## config.mk

```make
export PLATFORM = sky130hd
export DESIGN_NAME = pwm_ramp_ctrl
export DESIGN_NICKNAME = d
export VERILOG_FILES = /design/src/rtl/pwm_ramp_ctrl.sv
export SDC_FILE = /design/constraint.sdc
export NUM_CORES = 1
export LEC_CHECK = 0
export BUFFER_PORTS_ARGS = -buffer_cell sky130_fd_sc_hd__buf_2
export CAP_MARGIN = 10
export CORE_UTILIZATION = 25
export CTS_CLUSTER_DIAMETER = 100
export DETAILED_ROUTE_END_ITERATION = 10
export PLACE_DENSITY_LB_ADDON = 0.15
export SYNTH_ARGS = -nofsm -noshare
export SYNTH_HDL_FRONTEND = slang
export SYNTH_SLANG_ARGS = --single-unit
```

## constraint.sdc

```tcl
create_clock -name clk -period 9.8 [get_ports clk]
set_input_delay 0.49 -clock clk [delete_from_list [all_inputs] [get_ports clk]]
set_output_delay 0.49 -clock clk [all_outputs]
set_load 0.05 [all_outputs]
```

## src/rtl/pwm_ramp_ctrl.sv

```systemverilog
// PWM duty ramp controller: steps duty toward a commanded target once per PWM
// period, with a level-sensitive emergency stop that forces duty to zero.
module pwm_ramp_ctrl #(
  parameter int CNT_W = 8
) (
  input  logic       clk,
  input  logic       rst,
  input  logic       cmd_valid,
  output logic       cmd_ready,
  input  logic [7:0] cmd_target,
  input  logic [3:0] cmd_step,
  input  logic       estop,
  output logic [7:0] duty,
  output logic       period_tick,
  output logic       busy,
  output logic       done,
  output logic [1:0] state
);

  typedef enum logic [1:0] {IDLE = 2'd0, UP = 2'd1, DOWN = 2'd2, FAULT = 2'd3} st_t;

  st_t              st;
  logic [CNT_W-1:0] cnt;
  logic [7:0]       tgt;
  logic [3:0]       stp;
  logic [8:0]       sum, diff;
  logic [7:0]       up_nxt, dn_nxt;
  logic [3:0]       eff_step;

  assign period_tick = &cnt;
  assign cmd_ready   = (st == IDLE) && !estop;
  assign busy        = (st == UP) || (st == DOWN);
  assign state       = st;
  assign eff_step    = (cmd_step == 4'd0) ? 4'd1 : cmd_step;

  // 9-bit arithmetic so the clamp catches both overflow past 255 and underflow below 0
  assign sum    = {1'b0, duty} + {5'b0, stp};
  assign diff   = {1'b0, duty} - {5'b0, stp};
  assign up_nxt = (sum > {1'b0, tgt}) ? tgt : sum[7:0];
  assign dn_nxt = (diff[8] || (diff[7:0] < tgt)) ? tgt : diff[7:0];

  always_ff @(posedge clk or posedge rst) begin
    if (rst) begin
      cnt  <= '0;
      st   <= IDLE;
      duty <= 8'd0;
      tgt  <= 8'd0;
      stp  <= 4'd0;
      done <= 1'b0;
    end else begin
      cnt  <= cnt + {{(CNT_W-1){1'b0}}, 1'b1};
      done <= 1'b0;
      if (estop) begin
        duty <= 8'd0;
        st   <= FAULT;
      end else begin
        case (st)
          IDLE: begin
            // acceptance never steps, even on a tick edge; first step is next tick
            if (cmd_valid) begin
              tgt <= cmd_target;
              stp <= eff_step;
              if (cmd_target > duty)      st <= UP;
              else if (cmd_target < duty) st <= DOWN;
              else                        done <= 1'b1;
            end
          end
          UP: begin
            if (period_tick) begin
              duty <= up_nxt;
              if (up_nxt == tgt) begin
                st   <= IDLE;
                done <= 1'b1;
              end
            end
          end
          DOWN: begin
            if (period_tick) begin
              duty <= dn_nxt;
              if (dn_nxt == tgt) begin
                st   <= IDLE;
                done <= 1'b1;
              end
            end
          end
          FAULT: begin
            duty <= 8'd0;
            st   <= IDLE;
          end
          default: st <= IDLE;
        endcase
      end
    end
  end

endmodule

```

==> flow_summary.yaml <==
floorplanning:
  ioPinCount: 30
  initial_core_util_pct: 25.6
  die_w_um: 113
  core_area_mm2: 0.0120
  rows: 40
  die_y_um: 113
  dieArea_mm2: 0.0127
sta:
  finalCritPeriodShare_pct: 50.3
  skew_ps: 7.15
  relSlewSlack_pct: 28.6
  rsz0062_at_grt: "false"
  drv_slew: 0
  worst_pin_slew_ps: 1060
  setup_viol: 0
  max_freq_ghz: 0.203
  min_period_ps: 4930
  finalHoldViolations: 0
  hold_slack_ps: 282
  setup_tns_ps: 0
clocking:
  cts_resized: 0
  cts_buffers: 5
  hold_buffers: 0
  cts_tree: "built"
  insertion_delay_ps: 280
  cts-htree-levels: 2
  cts_sinks: 31
  postCtsSetupRepairBufs: 0
  path_clk_slew_ps: 60
  cts_buffer_depth: 2
  cts-root-buf: "clkbuf_16"
setup_path:
  cp_max_fo: 11
  critPathKind: "register to register"
  cp_num_buf_inv: 0
  worst_path_max_delay_cell: "o41ai_1"
  cpPeakStageDelay_ps: 920
  crit_chain: "ha_1 -> nor2b_1 -> a211oi_1 -> o21ai_0 -> xnor2_1 -> ha_1 -> nand4_1 -> a21oi_1 -> o41ai_1 -> and2_1 -> mux2_2 -> a22oi_1 -> o21ai_0"
  start_kind: "register"
  critical_path.top_delay_family: "compound AO/OA/AOI/OAI gates"
  endpoint_kind: "register"
  arrival_ps: 5070
  worstPathRequired_ps: 9940
placement:
  port-buffer-count: 29
  routabilityCongestion: 0.850
  dpl.hpwl_um: 7310
  dpl_cell_area_mm2: 0.00335
logic_synthesis:
  synth_simple_gate_area_share_pct: 17.8
  synth-compound-area-share_pct: 21.0
  yosysSeqAreaShare_pct: 25.3
  yosys.area_share.adder_pct: 16.4
  yosys_register_bits: 31
  synth_top_family_by_area: "compound AO/OA/AOI/OAI gates"
  yosys_warnings: 0
  async_flop_share_pct: 100
  synth_xor_area_share_pct: 8.93
  syn_inst: 364
  syn_nets: 419
  synthDistinctLibCells: 60
  synth_ff_type: "dfrtp_1"
  synth_mux_area_share_pct: 4.69
  syn_avg_cell_area_um2: 8.43
  synth_edf_count: 0
  synth_area_mm2: 0.00307
final_layout:
  diodes: 0
  drive_gt1_share_pct: 14.6
  nets: 445
  fin_area_mm2: 0.00351
  fillers: 1333
  syn2layout_area_growth_pct: 14.5
  final_util_pct: 29.3
worst_hold_path:
  min_path_type: "input port to async pin"
grt:
  antenna_found_initial: 0
  grt_start_max_net_pins: 32
  grt_pass1_wl_um: 15100
  grt_overflow_total: 0
  grt_pass1_vias: 2811
  track_usage_pct: 15.5
drt:
  viasPerCell: 5.06
  drt_wl_total_um: 9170
  vias: 2723
  firstDrtPassIters: 6
  ant_nets: 0
  wl_per_cell_um: 17.0
  dr.first_iter.drc_count: 113
  drc: 0
flow_run:
  cap_violations: 0
status:
  status: "complete, no violations"
-- final cells by class --
cell class                 instances  area [µm²]  share of cell area (%)
timing repair buffer              30         153                    4.34
clock buffer                       7         153                    4.34
multi-input combinational        288        2110                    60.1
clock inverter                     1        7.51                   0.214
sequential                        31         776                    22.1
inverter                          34         128                    3.63
tap                              147         184                    5.24
-- cell families after synthesis --
logic type	Yosys count
xor gates and xnor gates	28
DFF	31
adders and majority gates	39
and+or+nand+nor	111
AOI/OAI and AO/OA	97
buffers and inverters	45
muxes	13
-- routing by layer --
metal  wire [µm]  vias up  track usage [%]
li1            -     1352                -
met1        4360     1294             20.4
met4         247        0             6.40
met3         366       14             2.41
met5           0        -                0
met2        4200       63             25.5
-- tightest hold or removal path: stages --
cell and delay (ps):
buf_2 90, inv_1 40, buf_4 370
-- cells in the final DEF, fill, tap and decap left out, types with 3 or more instances in the layout --
cell	instances
and3_1	3
ha_1	37
a21oi_1	34
dfrtp_1	31
a221oi_1	3
nor2b_1	6
nand2b_1	5
nand2_1	27
nand3_1	11
and2_1	4
xnor2_1	19
xor2_1	7
o21ai_0	16
mux2_2	11
a21o_1	7
buf_2	29
clkbuf_16	5
nor3_1	9
o22a_1	4
a211oi_1	3
nor2_1	29
nand4_1	5
inv_1	33
a31oi_1	3
-- Yosys cell counts (3+ instances only) --
cell type / instances / area, µm²
ha_1: 37 / 463
a21oi_1: 34 / 170
inv_1: 33 / 124
dfrtp_1: 31 / 776
nor2_1: 29 / 109
nand2_1: 27 / 101
xnor2_1: 19 / 166
o21ai_0: 16 / 80.1
mux2_2: 11 / 124
nand3_1: 11 / 55.1
nor3_1: 9 / 45.0
a21o_1: 7 / 52.6
xor2_1: 7 / 61.3
nor2b_1: 6 / 37.5
clkbuf_1: 5 / 18.8
nand2b_1: 5 / 31.3
nand4_1: 5 / 31.3
and2_1: 4 / 25.0
o22a_1: 4 / 35.0
a211oi_1: 3 / 22.5
a221oi_1: 3 / 26.3
a31oi_1: 3 / 18.8
and3_1: 3 / 18.8
buf_2: 3 / 15.0
-- sequential cells by signal (all words and copies together) (netlist names) --
register  count
duty          8
stp           4
done          1
tgt           8
state         2
cnt           8
-- path summary, 6_finish.rpt --
path,end,slack (ps),startpoint,cells past startpoint
worst max-delay path,duty[7],4870,duty[2],13
min in group clk,stp[1],460,cmd_step[1],2
worst max register to register,duty[7],4870,duty[2],13
max in group asynchronous,duty[4],9210,rst,3
worst min-delay path,tgt[1],280,rst,3
worst min register to register,cnt[7],460,cnt[7],1
-- stage by stage --
step | std cells | worst slack (ps)
CTS | 538 | 4880
global placement | 530 | 4890
detailed placement | 530 | 4900
finish | 538 | 4870
global route | 538 | 4410
floorplan | 364 | 5570
Power is not shown: default switching activity piles up to over one toggle a cycle in this logic, so the estimate is an artifact.
